### config.mk
export PLATFORM = sky130hd
export DESIGN_NAME = n64adv2_ctrl_evtgen
export DESIGN_NICKNAME = d
export VERILOG_FILES = /design/src/rtl/n64adv2_ctrl_evtgen_pkg.sv /design/src/rtl/n64adv2_evt_fifo.sv /design/src/rtl/n64adv2_ctrl_evtgen.sv
export SDC_FILE = /design/constraint.sdc
export NUM_CORES = 1
export LEC_CHECK = 0
export CAP_MARGIN = 30
export CORE_UTILIZATION = 63
export DETAILED_ROUTE_END_ITERATION = 10
export HOLD_SLACK_MARGIN = 0.15
export MAX_ROUTING_LAYER = met4
export PLACE_DENSITY_LB_ADDON = 0.3
export SLEW_MARGIN = 20
export SYNTH_ARGS = -nofsm -noshare
export SYNTH_HDL_FRONTEND = slang
export SYNTH_SLANG_ARGS = --single-unit
### constraint.sdc
create_clock -name CTRL_CLK -period 8.3 [get_ports CTRL_CLK]
set_input_delay 1.66 -clock CTRL_CLK [delete_from_list [all_inputs] [get_ports CTRL_CLK]]
set_output_delay 1.66 -clock CTRL_CLK [all_outputs]
set_load 0.02 [all_outputs]
### src/rtl/n64adv2_ctrl_evtgen_pkg.sv
// Shared event encoding, source code indices and axis helpers for the
// controller event generator.
package n64adv2_ctrl_evtgen_pkg;

  localparam int EVT_WIDTH = 7;
  localparam int SRC_NUM   = 18;

  localparam logic [1:0] EVT_PRESS   = 2'b01;
  localparam logic [1:0] EVT_RELEASE = 2'b10;
  localparam logic [1:0] EVT_REPEAT  = 2'b11;

  localparam logic [4:0] SRC_A     = 5'd0;
  localparam logic [4:0] SRC_DU    = 5'd4;
  localparam logic [4:0] SRC_L     = 5'd8;
  localparam logic [4:0] SRC_RIGHT = 5'd14;
  localparam logic [4:0] SRC_LEFT  = 5'd15;
  localparam logic [4:0] SRC_UP    = 5'd16;
  localparam logic [4:0] SRC_DOWN  = 5'd17;
  localparam logic [4:0] SRC_LAST  = SRC_DOWN;

  typedef enum logic [1:0] {
    ST_IDLE = 2'd0,
    ST_SCAN = 2'd1,
    ST_REPT = 2'd2
  } evt_state_e;

  // The first bit on the wire is the MSB of the axis byte.
  function automatic logic [7:0] axis_from_wire(input logic [7:0] wire_bits);
    logic [7:0] r;
    for (int i = 0; i < 8; i++) r[7-i] = wire_bits[i];
    return r;
  endfunction

endpackage

### src/rtl/n64adv2_evt_fifo.sv
// Synchronous first-word-fall-through FIFO; head data is valid whenever
// o_valid is high. Writer must not push when full unless it pops in the same cycle.
module n64adv2_evt_fifo #(
  parameter int WIDTH = 7,
  parameter int DEPTH = 8
) (
  input  logic             i_clk,
  input  logic             i_rst_n,
  input  logic             i_push,
  input  logic [WIDTH-1:0] i_data,
  input  logic             i_pop,
  output logic             o_full,
  output logic             o_valid,
  output logic [WIDTH-1:0] o_data
);

  localparam int AW = $clog2(DEPTH);

  logic [WIDTH-1:0] r_mem [DEPTH];
  logic [AW:0]      r_wr_ptr;
  logic [AW:0]      r_rd_ptr;
  logic             w_pop;

  assign o_valid = (r_wr_ptr != r_rd_ptr);
  assign o_full  = (r_wr_ptr[AW] != r_rd_ptr[AW]) &&
                   (r_wr_ptr[AW-1:0] == r_rd_ptr[AW-1:0]);
  assign o_data  = r_mem[r_rd_ptr[AW-1:0]];
  assign w_pop   = i_pop && o_valid;

  always_ff @(posedge i_clk or negedge i_rst_n) begin
    if (!i_rst_n) begin
      r_wr_ptr <= '0;
      r_rd_ptr <= '0;
    end else begin
      if (i_push) r_wr_ptr <= r_wr_ptr + (AW+1)'(1);
      if (w_pop)  r_rd_ptr <= r_rd_ptr + (AW+1)'(1);
    end
  end

  always_ff @(posedge i_clk) begin
    if (i_push) r_mem[r_wr_ptr[AW-1:0]] <= i_data;
  end

endmodule

### src/rtl/n64adv2_ctrl_evtgen.sv
// Turns sniffed controller polls into a queued press/release/repeat event
// stream and raises a one-shot pulse when a button combo is held long enough.
module n64adv2_ctrl_evtgen
  import n64adv2_ctrl_evtgen_pkg::*;
#(
  parameter int                FIFO_DEPTH   = 8,
  parameter logic signed [7:0] STICK_THRES  = 8'sd40,
  parameter logic [5:0]        REPEAT_DELAY = 6'd20,
  parameter logic [5:0]        REPEAT_RATE  = 6'd4,
  parameter logic [5:0]        HOLD_POLLS   = 6'd30,
  parameter logic [15:0]       COMBO        = 16'h0000
) (
  input  logic                 CTRL_CLK,
  input  logic                 CTRL_nRST,
  input  logic [31:0]          ctrl_data_i,
  input  logic                 ctrl_valid_i,
  output logic                 evt_valid_o,
  output logic [EVT_WIDTH-1:0] evt_data_o,
  input  logic                 evt_ready_i,
  output logic                 combo_hit_o,
  output logic [7:0]           drop_cnt_o,
  output logic [1:0]           dbg_state_o
);

  // Event handshake: the head entry transfers on any clock edge where
  // evt_valid_o and evt_ready_i are both high; evt_data_o is stable while
  // evt_valid_o is high and not popped.
  localparam logic signed [7:0] NEG_THRES = -STICK_THRES;

  evt_state_e          r_state;
  logic [4:0]          r_idx;
  logic [SRC_NUM-1:0]  r_cur;
  logic [SRC_NUM-1:0]  r_prev;
  logic [SRC_NUM-1:0]  r_pend_src;
  logic                r_pend_vld;
  logic                r_new_any;
  logic [4:0]          r_new_hi;
  logic [4:0]          r_rpt_src;
  logic [5:0]          r_rpt_cnt;
  logic [5:0]          r_hold_cnt;

  logic signed [7:0]   w_x;
  logic signed [7:0]   w_y;
  logic [SRC_NUM-1:0]  w_src;
  logic                w_cur_bit;
  logic                w_scan_evt;
  logic                w_rpt_held;
  logic [5:0]          w_rpt_next;
  logic                w_rpt_due;
  logic                w_full;
  logic                w_can_push;
  logic                w_stall;
  logic                w_push;
  logic [EVT_WIDTH-1:0] w_push_data;
  logic [5:0]          w_hold_next;

  assign w_x   = axis_from_wire(ctrl_data_i[23:16]);
  assign w_y   = axis_from_wire(ctrl_data_i[31:24]);
  assign w_src = {w_y < NEG_THRES, w_y > STICK_THRES, w_x < NEG_THRES, w_x > STICK_THRES,
                  ctrl_data_i[15:10], ctrl_data_i[7:0]};

  assign w_cur_bit  = r_cur[r_idx];
  assign w_scan_evt = (r_state == ST_SCAN) && (w_cur_bit != r_prev[r_idx]);

  // Held means set in both the previous and the current poll.
  assign w_rpt_held = r_cur[r_rpt_src] & r_prev[r_rpt_src];
  assign w_rpt_next = r_rpt_cnt + 6'd1;
  assign w_rpt_due  = (r_state == ST_REPT) && !r_new_any && w_rpt_held &&
                      (w_rpt_next == REPEAT_DELAY);

  assign w_can_push  = !w_full || evt_ready_i;
  assign w_stall     = (w_scan_evt || w_rpt_due) && !w_can_push;
  assign w_push      = (w_scan_evt || w_rpt_due) && w_can_push;
  assign w_push_data = w_rpt_due ? {EVT_REPEAT, r_rpt_src}
                                 : {(w_cur_bit ? EVT_PRESS : EVT_RELEASE), r_idx};
  assign w_hold_next = r_hold_cnt + 6'd1;
  assign dbg_state_o = r_state;

  n64adv2_evt_fifo #(
    .WIDTH (EVT_WIDTH),
    .DEPTH (FIFO_DEPTH)
  ) u_fifo (
    .i_clk   (CTRL_CLK),
    .i_rst_n (CTRL_nRST),
    .i_push  (w_push),
    .i_data  (w_push_data),
    .i_pop   (evt_ready_i),
    .o_full  (w_full),
    .o_valid (evt_valid_o),
    .o_data  (evt_data_o)
  );

  always_ff @(posedge CTRL_CLK or negedge CTRL_nRST) begin
    if (!CTRL_nRST) begin
      r_state    <= ST_IDLE;
      r_idx      <= '0;
      r_cur      <= '0;
      r_prev     <= '0;
      r_pend_src <= '0;
      r_pend_vld <= 1'b0;
      r_new_any  <= 1'b0;
      r_new_hi   <= '0;
      r_rpt_src  <= '0;
      r_rpt_cnt  <= '0;
      drop_cnt_o <= '0;
    end else begin
      // A poll arriving while busy (or while an older one still waits) parks here.
      if (ctrl_valid_i && (r_state != ST_IDLE || r_pend_vld)) begin
        r_pend_src <= w_src;
        r_pend_vld <= 1'b1;
        if (r_state != ST_IDLE && r_pend_vld && drop_cnt_o != 8'hFF)
          drop_cnt_o <= drop_cnt_o + 8'd1;
      end else if (r_state == ST_IDLE) begin
        r_pend_vld <= 1'b0;
      end

      case (r_state)
        ST_IDLE: begin
          if (r_pend_vld || ctrl_valid_i) begin
            r_cur     <= r_pend_vld ? r_pend_src : w_src;
            r_idx     <= '0;
            r_new_any <= 1'b0;
            r_state   <= ST_SCAN;
          end
        end
        ST_SCAN: begin
          if (!w_stall) begin
            if (w_scan_evt && w_cur_bit) begin
              r_new_any <= 1'b1;
              r_new_hi  <= r_idx;
            end
            if (r_idx == SRC_LAST) r_state <= ST_REPT;
            else                   r_idx   <= r_idx + 5'd1;
          end
        end
        ST_REPT: begin
          if (!w_stall) begin
            if (r_new_any) begin
              r_rpt_src <= r_new_hi;
              r_rpt_cnt <= '0;
            end else if (w_rpt_held) begin
              r_rpt_cnt <= w_rpt_due ? (REPEAT_DELAY - REPEAT_RATE) : w_rpt_next;
            end else begin
              r_rpt_cnt <= '0;
            end
            r_prev  <= r_cur;
            r_state <= ST_IDLE;
          end
        end
        default: r_state <= ST_IDLE;
      endcase
    end
  end

  // Combo tracking sees every strobe directly; the counter parks at
  // HOLD_POLLS so only the first qualifying poll fires.
  always_ff @(posedge CTRL_CLK or negedge CTRL_nRST) begin
    if (!CTRL_nRST) begin
      r_hold_cnt  <= '0;
      combo_hit_o <= 1'b0;
    end else begin
      combo_hit_o <= 1'b0;
      if (ctrl_valid_i) begin
        if (ctrl_data_i[15:0] == COMBO) begin
          if (r_hold_cnt != HOLD_POLLS) begin
            r_hold_cnt <= w_hold_next;
            if (w_hold_next == HOLD_POLLS) combo_hit_o <= 1'b1;
          end
        end else begin
          r_hold_cnt <= '0;
        end
      end
    end
  end

endmodule
==> results of run 1 <==
==> how the worst min path moves through the flow <==
| stage | start | end | slack, ns | cells after the start |
|---|---|---|---|---|
| floorplan | r_new_hi[1] | r_new_hi[1] | 0.44 | 2 |
| global placement | r_pend_src[17] | r_pend_src[17] | 0.46 | 2 |
| detailed placement | r_pend_src[17] | r_pend_src[17] | 0.48 | 2 |
| CTS | drop_cnt_o[7] | drop_cnt_o[7] | 0.49 | 1 |
| global route | drop_cnt_o[7] | drop_cnt_o[7] | 0.51 | 1 |
| finish | drop_cnt_o[7] | drop_cnt_o[7] | 0.49 | 1 |
==> cell usage after synthesis (10+ instances only) <==
cell | n | area (um2)
a21oi_1 | 40 | 200
clkbuf_1 | 13 | 48.8
dfrtp_1 | 102 | 2550
edfxtp_1 | 56 | 1680
ha_1 | 10 | 125
inv_1 | 16 | 60.1
mux2_2 | 58 | 653
mux2i_1 | 28 | 280
mux4_2 | 16 | 360
nand2_1 | 41 | 154
nand3_1 | 13 | 65.1
nand4_1 | 11 | 68.8
nor2_1 | 39 | 146
o21ai_0 | 14 | 70.1
xnor2_1 | 14 | 123
==> logic make-up after synthesis <==
group	count (synthesis)
compound gates	94
xor+xnor	22
fa+ha+maj	10
buf+inv	47
flops	158
mux	105
simple gates	157
==> worst register-to-register path, cell delays in order, from the launching register on <==
cell,delay (ns)
dfrtp_1,0.32
buf_4,0.31
mux4_1,0.64
mux2i_1,0.28
o221ai_4,0.19
xnor2_2,0.20
o21ai_2,0.21
nand2_2,0.19
nor4_2,0.74
==> per-stage QoR <==
| stage | setup slack (ns) | area [um2] | utilization, % | total power [W] | hold WS (ns) |
|---|---|---|---|---|---|
| 2_1_floorplan | 4.75 | 7630 | - | 0.00225 | 0.444 |
| 3_3_place_gp | 4.23 | 8290 | 71.4 | 0.00258 | 0.463 |
| 3_5_place_dp | 4.13 | 8290 | 71.4 | 0.00266 | 0.481 |
| 5_1_grt | 3.95 | 8890 | 76.6 | 0.00362 | 0.511 |
| 6_report | 4.05 | 8890 | 76.6 | 0.00344 | 0.493 |
| 4_1_cts | 3.68 | 8880 | 76.4 | 0.00344 | 0.494 |
==> sequential cells by signal (all words and copies together), names as in the netlist, 6 cells and up <==
signal and count:
r_hold_cnt 6, u_fifo.r_mem 56, drop_cnt_o 8, r_pend_src 18, r_rpt_cnt 6, r_cur 18
r_prev 18
==> metal layers <==
layer  share of wire [%]  global-route usage [%]  vias to the layer above  routed length, um
met4                 1.6                    12.6                        0                247
met2                  51                    46.6                      154               8000
met1                  42                    34.6                     2563               6620
met3                 4.6                    4.91                       23                719
li1                    -                       -                     2329                  -
met5                   0                       -                        -                  0
==> power by group <==
group / switching, W / total (W) / internal [W]
logic: 0.000647 / 0.00126 / 0.000616
registers: 0.000275 / 0.00141 / 0.00113
clock network: 0.000296 / 0.000765 / 0.000470
==> layout make-up <==
type                       instances  area (um2)  share of cell area [%]
sequential                       158        4240                    47.6
multi-input combinational        388        3210                    36.1
timing repair buffer              66         626                    7.04
clock buffer                      20         437                    4.91
tap                              143         179                    2.01
clock inverter                    12         146                    1.65
inverter                          16        60.1                   0.675
==> cells in the final DEF, fill, tap and decap left out, types with 5 or more instances in the layout <==
| cell type | instances |
|---|---|
| a21oi_1 | 40 |
| buf_4 | 12 |
| clkbuf_16 | 17 |
| clkdlybuf4s50_1 | 53 |
| dfrtp_1 | 101 |
| edfxtp_1 | 56 |
| ha_1 | 10 |
| inv_1 | 16 |
| mux2_2 | 58 |
| mux2i_1 | 28 |
| mux4_2 | 16 |
| nand2_1 | 41 |
| nand2b_1 | 5 |
| nand3_1 | 13 |
| nand4_1 | 11 |
| nor2_1 | 39 |
| nor4_1 | 5 |
| o21ai_0 | 14 |
| xnor2_1 | 14 |
| xor2_1 | 6 |
==> metrics, run 1 <==
CP max stage delay=0.74 ns; worst IR drop on VDD=0.000214 V; RR Endpoint=u_fifo.r_mem[6][0]; Setup crit start=u_fifo.r_rd_ptr[0]; vias per inst=about 6.3; IO Port Bufs=54; gr ovfl total=0; clock tree from TritonCTS=yes; sequential area share after synthesis=a little under three fifths; global-route wire length before repair=about 26 mm; WL per Instance=just under 20 um; leakage power=about 3.6 nW; chip height=between 100 and 150 um; r2r worst-path depth=8; failing checks=design-rule violations; Post-synth top flop=dfrtp_1; syn_area_per_cell=12.9 um2; clk slew on worst S/H paths=about 0.060 ns; Max Root-Sink Buffers=2; Final #Nets=693; Antenna Nets Post-Route=0; setup bufs post-CTS=0; DR pass1 iterations=8; post-synthesis xor/xnor area fraction=roughly 2.7%; Placed Cells incl. Taps=slightly below 800; Worst Tran Pin Value=around 0.93 ns; Startpoint Class=flop; worst setup path class=reg -> out; Filler cells=approximately 700; Max-cap violations=0; reg-to-reg startpoint=r_idx[0]; adder-cell area share of the yosys netlist=roughly 1.6%; WL final=approximately 16 mm; Initial Util=between 60 and 70%; Warnings, synthesis=0; Synth Area in Compound Gates=~8.5%; Worst Skew=~0.011 ns; RSZ-0062 raised after global routing=no; largest net degree at the start of global routing=67; Post-Syn Nets=639; hold_buf cts=0; Ant. Diodes=0; WP buf/inv=1; # clock sinks=158; final setup violation count=0; IO Pins=55; vias post-DR=around 5000; Rel. slew slack=a little under two fifths; Pwr Density=approximately 390 nW/um2; Worst Setup EP=evt_data_o[4]; fin. max-slew vios=0; Fmax=about 0.24 GHz; Req. time, crit path=6.64 ns; TritonCTS buffer count=17; Post-Syn Instances=between 500 and 600; number of global-route vias before repair=between 5000 and 6000; post-CTS sizing=0; Iter 0 DRT Violations=between 400 and 500; setup tns final=0 ns; Final GP Congestion=0.862; Core Region=between 10000 and 15000 um2; simple logic cell fraction of the synthesized area=between 10% and 20%; largest family of logic cells by synthesized area=multiplexers; min cycle time layout=between 4 and 5 ns; status=complete, but fails checks; die area=12600 um2; crit path max fanout=18; area grow syn2layout=16.5%; fin cells=about 800; HP Class=reg -> reg; critical path depth=3; Clock Latency Late Sink=between 0.4 and 0.5 ns; Final Hold Fails=0; FFs w/ async S/R, synth=64.6%; Cell Area, Synth=around 7600 um2; layout cells sized above 1=about a fifth; crit share post-route=between 50% and 60%; cell row count=39; Die X=112 um; initial antenna violation count=0; multiplexer area fraction after synthesis=between 15 and 20%; H-tree depth=4; number of synthesized register bits=approximately 160; EDFF count, synth=56; FF-to-FF setup slack=between 4 and 5 ns; Cell variety after synth=70; CP delay by family, top=multiplexers; critical path's slowest cell=dfrtp_2; CTS root buffer=clkbuf_16; critical path arrival=roughly 2.6 ns; # DRC=1; crit-path cells=mux4_2 -> mux2_2 -> clkdlybuf4s50_1; Crit. End Element=output pin; Total GRT Usage=28.3%; dpl hpwl=10.5 mm
Note: power is estimated with default switching activity, not from simulation.
==> inputs of run 2 (changes only) <==
CORE_UTILIZATION = 53   (was 63)
clock period = 3.5 ns   (was 8.3 ns; I/O delays follow)
==> metrics, run 2 (synthesized netlist as in run 1, its figures left out) <==
dpl hpwl=10.9 mm (+3.6%); Core Region=13900 um2 (+20%); crit path max fanout=18 (unchanged); # DRC=0 (-1); TritonCTS buffer count=17 (unchanged); crit-path cells=mux4_2 -> mux2_2 -> clkdlybuf4s50_1; RR Endpoint=u_fifo.r_mem[7][6]; Max-cap violations=0 (unchanged); fin util=64.3% (-12 points); chip height=122 um (+8.9%); reg-to-reg startpoint=r_idx[0]; Iter 0 DRT Violations=314 (-28%); M2 GR Usage=37.9% (-8.7 points); Worst Setup EP=evt_data_o[0]; initial antenna violation count=0 (unchanged); Ant. Diodes=0 (unchanged); IO Port Bufs=54 (unchanged); Pwr Density=904 nW/um2 (+130%); Net Switching=0.00286 W (+130%); status=complete, no violations; fin cells=845 (+5.2%); Rel. slew slack=46.1% (+8.4 points); max reg flops=56 (unchanged); Worst Skew=0.00972 ns (-0.000851 ns); FF-to-FF setup slack=0.41 ns (-4.44 ns); Final GP Congestion=0.890 (+3.3%); met1 Use GR=30.3% (-4.3 points); Initial Util=54.7% (-11 points); critical path arrival=2.57 ns (-0.02 ns); setup tns final=0 ns (unchanged); layout cells sized above 1=21.1% (+0.14 points); WL final=15.6 mm (-0.15%); Sw Share=35.3% (-0.15 points); post-CTS sizing=0 (unchanged); largest net degree at the start of global routing=63 (-6.0%); r2r worst-path depth=7 (-1); Antenna Nets Post-Route=0 (unchanged); H-tree depth=4 (unchanged); Clock power frac=22.5% (+0.2 points); vias per inst=5.94 (-5.9%); cell row count=43 (+10%); hold_buf cts=0 (unchanged); CP max stage delay=0.87 ns (+0.13 ns); routing usage on met3=4.87% (-0.045 points); min cycle time layout=3.27 ns; DR pass1 iterations=5 (-3); critical path's slowest cell=dfrtp_1; leakage power=3.64 nW (+0.76%); Crit. End Element=output pin; leading cell type in the layout, fill and taps excluded=dfrtp_1; vias post-DR=5019 (-0.99%); Total GRT Usage=23.8% (-4.5 points); setup bufs post-CTS=0 (unchanged); Die X=122 um (+8.9%); final setup violation count=0 (unchanged); RSZ-0062 raised after global routing=no; area grow syn2layout=17.5%; Final #Nets=698 (+0.72%); Clock Latency Late Sink=0.43 ns (about the same); Worst Tran Pin Value=0.809 ns (-0.118 ns); Startpoint Class=flop; Placed Cells incl. Taps=813 (+5.7%); fin. max-slew vios=0 (unchanged); clock tree from TritonCTS=yes; number of global-route vias before repair=5166 (-0.48%); HP Class=in -> async; Comb power frac=37.3% (+0.5 points); clk slew on worst S/H paths=0.06 ns (about the same); Final Hold Fails=0 (unchanged); internal power=0.00524 W (+140%); Fmax=between 0.3 and 0.4 GHz; crit share post-route=slightly above 90%; CTS root buffer=clkbuf_16; Setup crit start=u_fifo.r_rd_ptr[1]; worst setup path class=reg -> out; WL per Instance=18.4 um (-5.1%); Req. time, crit path=2.80 ns (-3.84 ns); worst IR drop on VDD=0.000462 V (+120%); Max Root-Sink Buffers=2 (unchanged); # clock sinks=158 (unchanged); sequential share of power=40.2% (-0.8 points); most frequent cells in the layout=dfrtp_1 (102), mux2_2 (58), edfxtp_1 (56), clkdlybuf4s50_1 (53), nand2_1 (41); die area=14900 um2 (+19%); global-route wire length before repair=26.0 mm (-0.29%); gr ovfl total=0 (unchanged); IO Pins=55 (unchanged); most used routing layer in global routing=met2
## run 2: cell types whose count changed in the layout (fill, tap and decap cells not counted), sizes merged
cell,delta
buf,+5
bufinv,-1
inv,+2
clkinv,-1
## run 2: through the flow
stage          worst slack (ns)  power, W  hold WS [ns]  instance area (um2)
2_1_floorplan             0.328   0.00534         0.404                 7630
3_3_place_gp              0.495   0.00615         0.462                 8380
3_5_place_dp              0.415   0.00630         0.485                 8380
4_1_cts                   0.205   0.00815         0.273                 8960
5_1_grt                   0.134   0.00856         0.296                 8960
6_report                  0.229   0.00810         0.259                 8960
## run 2: routing by layer
layer	up-vias	part of all wire [%]
li1	2340	-
met1	2534	45
met4	0	1.5
met5	-	0
met2	125	50
met3	20	4.1
## run 2: worst min-delay path by stage
stage,start,to
floorplan,CTRL_nRST,combo_hit_o
global placement,r_pend_src[17],r_pend_src[17]
detailed placement,r_pend_src[15],r_pend_src[15]
CTS,CTRL_nRST,drop_cnt_o[6]
global route,CTRL_nRST,drop_cnt_o[6]
finish,CTRL_nRST,drop_cnt_o[6]
## run 2: final cells by class
cell class / count / area, um2
Fill cell: 1039 / 4970
Sequential cell: 158 / 4230
Multi-Input combinational cell: 388 / 3180
Timing Repair Buffer: 71 / 678
Clock buffer: 20 / 447
Tap cell: 180 / 225
Clock inverter: 12 / 138
Inverter: 16 / 60.1
## run 2: critical path, delay by kind of cell, from the launching register on
family	cells	cell delay, ns
buffers and inverters	1	0.56
muxes	2	0.72
DFF	1	0.87
## run 2: power by group through the flow
| stage | Clock, W | Combinational (W) | Sequential, W |
|---|---|---|---|
| floorplan | 0 | 0.00233 | 0.00301 |
| global placement | 0 | 0.00292 | 0.00323 |
| detailed placement | 0 | 0.00302 | 0.00328 |
| CTS | 0.00185 | 0.00305 | 0.00325 |
| global route | 0.00193 | 0.00330 | 0.00334 |
| finish | 0.00182 | 0.00302 | 0.00326 |
